==> src/rtl/seq_divider_16x8_pkg.sv <==
// ---------------------------------------------------------------------------
// seq_divider_16x8_pkg
// Shared arithmetic definitions for the sequential restoring divider:
//   DIV_WIDTH   - default divisor/remainder width (dividend/quotient are 2x)
//   div_state_t - controller states
//   cnt_width() - step-counter width able to hold 0..2*W
// ---------------------------------------------------------------------------
package seq_divider_16x8_pkg;

  localparam int DIV_WIDTH = 8;

  typedef enum logic [1:0] {
    IDLE = 2'd0,
    CALC = 2'd1,
    DONE = 2'd2
  } div_state_t;

  function automatic int cnt_width(input int w);
    return $clog2(2 * w + 1);
  endfunction

  localparam int CNT_W = cnt_width(DIV_WIDTH);

endpackage

==> src/rtl/seq_divider_16x8_if.sv <==
// ---------------------------------------------------------------------------
// seq_divider_16x8_if
// Start/done handshake bundle between a requester (master) and the divider
// (slave).
//   start, dividend, divisor              : master -> divider
//   busy, done, quotient, remainder,
//   div_by_zero                           : divider -> master
// ---------------------------------------------------------------------------
interface seq_divider_16x8_if
  import seq_divider_16x8_pkg::*;
#(
  parameter int WIDTH = DIV_WIDTH
) ();

  logic                 start;
  logic [2*WIDTH-1:0]   dividend;
  logic [WIDTH-1:0]     divisor;
  logic                 busy;
  logic                 done;
  logic [2*WIDTH-1:0]   quotient;
  logic [WIDTH-1:0]     remainder;
  logic                 div_by_zero;

  modport master (
    output start, dividend, divisor,
    input  busy, done, quotient, remainder, div_by_zero
  );

  modport slave (
    input  start, dividend, divisor,
    output busy, done, quotient, remainder, div_by_zero
  );

endinterface

==> src/rtl/seq_divider_16x8_restoring_div_step.sv <==
// ---------------------------------------------------------------------------
// restoring_div_step
// One combinational restoring-division step: shift the next dividend bit into
// the partial remainder, trial-subtract the divisor, and keep the difference
// only when it did not borrow.
//   r_i     : partial remainder (W+1 bits)
//   q_bit_i : incoming dividend bit (MSB of the quotient shift register)
//   d_i     : divisor
//   r_o     : next partial remainder
//   q_o     : resulting quotient bit (1 = subtraction kept)
// ---------------------------------------------------------------------------
module restoring_div_step #(
  parameter int WIDTH = 8
) (
  input  logic [WIDTH:0]   r_i,
  input  logic             q_bit_i,
  input  logic [WIDTH-1:0] d_i,
  output logic [WIDTH:0]   r_o,
  output logic             q_o
);

  logic [WIDTH:0]   r_sh;
  logic [WIDTH+1:0] diff;
  logic             borrow;

  always_comb begin
    r_sh   = {r_i[WIDTH-1:0], q_bit_i};
    // One extra bit on top of the (W+1)-bit subtract carries the borrow out.
    diff   = {1'b0, r_sh} - {2'b00, d_i};
    borrow = diff[WIDTH+1];
    r_o    = borrow ? r_sh : diff[WIDTH:0];
    q_o    = ~borrow;
  end

endmodule

==> src/rtl/seq_divider_16x8.sv <==
// ---------------------------------------------------------------------------
// seq_divider_16x8
// Iterative restoring divider: 2W-bit dividend / W-bit divisor, one quotient
// bit per clock, 2W steps per operation. Divide-by-zero completes at once with
// quotient all ones and remainder = low half of the dividend.
//   clk : rising-edge clock
//   rst : synchronous active-high reset
//   bus : handshake/data bundle (slave side), see seq_divider_16x8_if
//
//   state | meaning
//   IDLE  | waiting for start
//   CALC  | shifting/subtracting, one quotient bit per edge
//   DONE  | one-cycle result strobe; a new start may be accepted here
// ---------------------------------------------------------------------------
module seq_divider_16x8
  import seq_divider_16x8_pkg::*;
#(
  parameter int WIDTH = DIV_WIDTH
) (
  input  logic                 clk,
  input  logic                 rst,
  seq_divider_16x8_if.slave    bus
);

  localparam int CW = cnt_width(WIDTH);
  localparam logic [CW-1:0] LAST_STEP = CW'(2 * WIDTH - 1);

  div_state_t           state_q;
  logic [WIDTH:0]       r_q;
  logic [2*WIDTH-1:0]   q_q;
  logic [WIDTH-1:0]     d_q;
  logic [CW-1:0]        cnt_q;
  logic                 busy_q;
  logic                 done_q;
  logic                 dbz_q;
  logic [2*WIDTH-1:0]   quot_q;
  logic [WIDTH-1:0]     rem_q;

  logic [WIDTH:0]       r_d;
  logic                 q_bit_d;
  logic [2*WIDTH-1:0]   q_d;

  restoring_div_step #(.WIDTH(WIDTH)) u_step (
    .r_i     (r_q),
    .q_bit_i (q_q[2*WIDTH-1]),
    .d_i     (d_q),
    .r_o     (r_d),
    .q_o     (q_bit_d)
  );

  // The dividend shifts out of the top while quotient bits shift in below.
  assign q_d = {q_q[2*WIDTH-2:0], q_bit_d};

  always_ff @(posedge clk) begin
    if (rst) begin
      state_q <= IDLE;
      r_q     <= '0;
      q_q     <= '0;
      d_q     <= '0;
      cnt_q   <= '0;
      busy_q  <= 1'b0;
      done_q  <= 1'b0;
      dbz_q   <= 1'b0;
      quot_q  <= '0;
      rem_q   <= '0;
    end else begin
      done_q <= 1'b0;
      case (state_q)
        IDLE, DONE: begin
          state_q <= IDLE;
          if (bus.start) begin
            dbz_q <= 1'b0;
            q_q   <= bus.dividend;
            d_q   <= bus.divisor;
            r_q   <= '0;
            cnt_q <= '0;
            if (bus.divisor == '0) begin
              state_q <= DONE;
              done_q  <= 1'b1;
              dbz_q   <= 1'b1;
              quot_q  <= '1;
              rem_q   <= bus.dividend[WIDTH-1:0];
            end else begin
              state_q <= CALC;
              busy_q  <= 1'b1;
            end
          end
        end
        CALC: begin
          r_q   <= r_d;
          q_q   <= q_d;
          cnt_q <= cnt_q + 1'b1;
          if (cnt_q == LAST_STEP) begin
            state_q <= DONE;
            busy_q  <= 1'b0;
            done_q  <= 1'b1;
            quot_q  <= q_d;
            rem_q   <= r_d[WIDTH-1:0];
          end
        end
        default: state_q <= IDLE;
      endcase
    end
  end

  assign bus.busy        = busy_q;
  assign bus.done        = done_q;
  assign bus.quotient    = quot_q;
  assign bus.remainder   = rem_q;
  assign bus.div_by_zero = dbz_q;

endmodule

==> src/flat_wrapper.sv <==
// flat-port wrapper written by rule: the top's interface ports become plain ports
module seq_divider_16x8_flat import seq_divider_16x8_pkg::*;
#(
  parameter int WIDTH = DIV_WIDTH
)
  (clk, rst, bus_start, bus_dividend, bus_divisor, bus_busy, bus_done, bus_quotient, bus_remainder, bus_div_by_zero);
  seq_divider_16x8_if #(.WIDTH(WIDTH)) bus_i ();
  input  logic clk;
  input  logic rst;
  input wire logic [$bits(bus_i.start)-1:0] bus_start;
  input wire logic [$bits(bus_i.dividend)-1:0] bus_dividend;
  input wire logic [$bits(bus_i.divisor)-1:0] bus_divisor;
  output wire logic [$bits(bus_i.busy)-1:0] bus_busy;
  output wire logic [$bits(bus_i.done)-1:0] bus_done;
  output wire logic [$bits(bus_i.quotient)-1:0] bus_quotient;
  output wire logic [$bits(bus_i.remainder)-1:0] bus_remainder;
  output wire logic [$bits(bus_i.div_by_zero)-1:0] bus_div_by_zero;
  assign bus_i.start = bus_start;
  assign bus_i.dividend = bus_dividend;
  assign bus_i.divisor = bus_divisor;
  assign bus_busy = bus_i.busy;
  assign bus_done = bus_i.done;
  assign bus_quotient = bus_i.quotient;
  assign bus_remainder = bus_i.remainder;
  assign bus_div_by_zero = bus_i.div_by_zero;
  seq_divider_16x8 #(.WIDTH(WIDTH)) u_core (.clk(clk), .rst(rst), .bus(bus_i));
endmodule
==> config.mk <==
export PLATFORM = sky130hd
export DESIGN_NAME = seq_divider_16x8_flat
export DESIGN_NICKNAME = d
export VERILOG_FILES = /design/src/rtl/seq_divider_16x8_pkg.sv /design/src/rtl/seq_divider_16x8_if.sv /design/src/rtl/seq_divider_16x8_restoring_div_step.sv /design/src/rtl/seq_divider_16x8.sv /design/src/flat_wrapper.sv
export SDC_FILE = /design/constraint.sdc
export NUM_CORES = 1
export LEC_CHECK = 0
export ABC_CLOCK_PERIOD_IN_PS = 4050
export CELL_PAD_IN_SITES_DETAIL_PLACEMENT = 0
export CELL_PAD_IN_SITES_GLOBAL_PLACEMENT = 1
export CORE_ASPECT_RATIO = 1.75
export CORE_MARGIN = 2
export CORE_UTILIZATION = 44
export CTS_BUF_LIST = sky130_fd_sc_hd__clkbuf_4 sky130_fd_sc_hd__clkbuf_8
export DETAILED_ROUTE_END_ITERATION = 7
export HOLD_SLACK_MARGIN = 0.05
export PLACE_DENSITY_LB_ADDON = 0.15
export SLEW_MARGIN = 20
export SYNTH_ARGS = -nofsm -noshare
export SYNTH_HDL_FRONTEND = slang
export SYNTH_SLANG_ARGS = --single-unit
==> constraint.sdc <==
create_clock -name clk -period 4.05 [get_ports clk]
set_clock_uncertainty 0.05 [all_clocks]
set_input_delay 0.6075 -clock clk [delete_from_list [all_inputs] [get_ports clk]]
set_output_delay 0.6075 -clock clk [all_outputs]
set_load 0.005 [all_outputs]
==> impl_metrics.ini <==
[run_status]
status = finished clean

[logic_synthesis]
syn-cell-area_um2 = 3090
ys_ff_latch = 66
synth_fp_nets = 395
yosysTopAreaCell = dfxtp_1
syn_avg_cell_area_um2 = 8.65
ys_seq_area_share_pct = 42.8
synth_cell_types = 49
yosys-top-cells-area = dfxtp_1, nand2_1, a211oi_2, nor2_1, a311oi_1
yosys_warnings = 0
syn_inst = 357
yosysTopAreaCellShare_pct = 42.8

[route]
vias = 2621
drc = 0
vias_per_cell = 5.29
wire_per_inst_um = 15.1
drt_wl_total_mm = 7.46
final_antenna_net_count = 0
dr.first_iter.drc_count = 79
dr.pass1.iters = 4

[global_route]
antenna_found_initial = 0
track_usage_pct = 21.4
grt_max_degree = 48
grt_pass1_wl_mm = 12.3
gr-total-overflow = 0
grt_pass1_vias = 2600

[worst_setup_path]
endpoint_kind = flip-flop
required_ns = 4.26
cp.arrival_ns = 2.73
rr_startpoint = u_core.cnt_q[0]$_SDFFE_PP0P_
rr_worst_depth = 8
startpoint_type = primary input
critPathMaxFanout = 23
r2r-end = u_core.bus.quotient[7]$_SDFFE_PP0P_
r2r_slack_ns = 1.70
critPathKind = primary input to flip-flop

[cts]
post_cts_buffers = 0
clk_pin_slew_worst_paths_ns = 0.06
cts_hold_buf = 0
clockBufferDepth = 2
cts.sinks = 66
cts-resized-gates = 0
clockRootBuffer = clkbuf_8
cts_inserted_buffers = 9
clock_latency_ns = 0.35
cts_tree = yes
h-tree-depth = 3

[worst_hold_path]
min_to = u_core.d_q[2]$_SDFFE_PP0P_
hp-start = u_core.d_q[2]$_SDFFE_PP0P_
min_path_type = flip-flop to flip-flop
hold_depth = 2

[floorplanning]
die-area_um2 = 7730
die_width_um = 67.3
initial_core_util_pct = 45.3
core-area_um2 = 6810
die_h_um = 115
rows = 40
ioPinCount = 54

[placed_design]
dp_hpwl_mm = 5.59
dp_worst_setup_slack_ns = 1.18
port_buffers = 53
dp.cells = 479
place_congestion = 0.762

[sta]
hold_violations = 0
whs_ns = 0.408
tns_ns = 0
max_slew.worst_pin.slew_ns = 0.940
finalCriticalPeriod_ns = 2.52
clock.fmax_mhz = 397
setup_slack_ns = 1.53
rsz0062_at_grt = no
fin_crit_sh_pct = 62.2
setup_violations = 0
finalMaxSlewViolations = 0
relSlewSlack_pct = 36.9

[finish]
area_growth_pct = 25.3
final_nets = 444
drive_gt1_share_pct = 13.6
final_common_cell = nand2_1
final_cell_mix = nand2_1, dfxtp_1, clkdlybuf4s50_1
fin_cells = 495
antenna_cells = 0

[job]
timing.max_cap.violations = 0

[power]
p_sw_mw = 0.459
seqPwrFrac_pct = 44.5
leakage_nw = 1.42
internal-power_mw = 1.17
total_power_mw = 1.63
power.density_nw_per_um2 = 421
switching_share_pct = 28.2
clkPwrFrac_pct = 33.6
combPwrFrac_pct = 21.9
vdd.ir_drop.worst_mv = 0.235
[Yosys cell counts, drive strengths merged]
cell type / instances
and2b: 1
a31o: 1
nor3b: 2
mux2: 1
a22oi: 2
dfxtp: 66
a21o: 1
nor4: 2
nor2b: 5
nand2b: 4
nor2: 52
nor3: 3
fa: 1
or3: 1
and2: 4
xnor2: 2
a211oi: 18
a2111oi: 1
a311oi: 16
nand3b: 1
inv: 11
a21bo: 1
nand4: 1
nand3: 2
ha: 10
a21oi: 28
mux2i: 4
a221oi: 1
o21a: 2
o221ai: 6
o2111ai: 2
and3: 3
clkbuf: 11
o21ai: 12
buf: 11
nand2: 68
[kinds of logic (layout without fill, tap and decap cells)]
logic type | after synthesis | count (layout) | synth area share [%]
XOR/XNOR | 2 | 2 | 0.568
adder cells (fa/ha/maj) | 11 | 11 | 4.70
flip-flops | 66 | 66 | 42.8
AND/OR/NAND/NOR | 149 | 149 | 21.6
buffers and inverters | 33 | 87 | 4.99
multiplexers | 5 | 5 | 1.66
AO/OA/AOI/OAI | 91 | 91 | 23.7
[worst max-delay path, cell delays in order]
cell and delay (ns):
clkdlybuf4s50_1 0.44, nor4_2 0.32, and2_1 0.21, nor2_1 0.08, a21oi_4 0.56, buf_12 0.25
nor2_1 0.07, a211oi_2 0.19
[registers in the layout, indices dropped and copies added (netlist names)]
register / cells
u_core.q_q: 16
u_core.cnt_q: 5
u_core.bus.busy: 1
u_core.r_q: 8
u_core.bus.div_by_zero: 1
u_core.bus.remainder: 8
u_core.d_q: 8
u_core.bus.quotient: 16
u_core.state_q: 2
u_core.bus.done: 1
[power groups by stage]
stage / logic [mW] / registers, mW / clock network (mW)
2_1_floorplan: 0.241 / 0.732 / 0
3_3_place_gp: 0.356 / 0.737 / 0
3_5_place_dp: 0.359 / 0.737 / 0
4_1_cts: 0.361 / 0.724 / 0.566
5_1_grt: 0.397 / 0.728 / 0.594
6_report: 0.356 / 0.724 / 0.547
[cell type report]
cell class	instances	area (µm²)
fill	691	2940
sequential	66	1320
tap	84	105
multi-input combinational	258	1610
inverter	11	41.3
timing repair buffer	60	591
clock buffer	13	154
clock inverter	3	40.0
[stage by stage]
stage          area (µm²)  util, %
2_1_floorplan        3090        -
3_3_place_gp         3670     54.0
3_5_place_dp         3670     54.0
4_1_cts              3870     56.8
5_1_grt              3870     56.8
6_report             3870     56.8
[how the worst max path moves through the flow]
stage                                startpoint                                   end  slack [ns]  depth (start not counted)
floorplan           u_core.q_q[15]$_SDFFE_PP0P_  u_core.bus.remainder[6]$_SDFFE_PP0P_        2.04                         10
global placement                 bus_divisor[4]   u_core.bus.quotient[8]$_SDFFE_PP0P_        1.24                          8
detailed placement               bus_divisor[4]   u_core.bus.quotient[7]$_SDFFE_PP0P_        1.18                          8
CTS                              bus_divisor[4]   u_core.bus.quotient[7]$_SDFFE_PP0P_        1.54                          8
global route                     bus_divisor[4]   u_core.bus.quotient[7]$_SDFFE_PP0P_        1.37                          8
finish                           bus_divisor[4]   u_core.bus.quotient[7]$_SDFFE_PP0P_        1.53                          8
[routing by layer]
layer / vias to the layer above / global-route usage [%] / routed length (µm)
met2: 38 / 38.2 / 4040
met3: 7 / 6.07 / 275
met5: - / 0 / 0
met4: 0 / 7.76 / 113
li1: 1343 / - / -
met1: 1233 / 23.5 / 3030
Note: power is estimated with default switching activity, not from simulation.
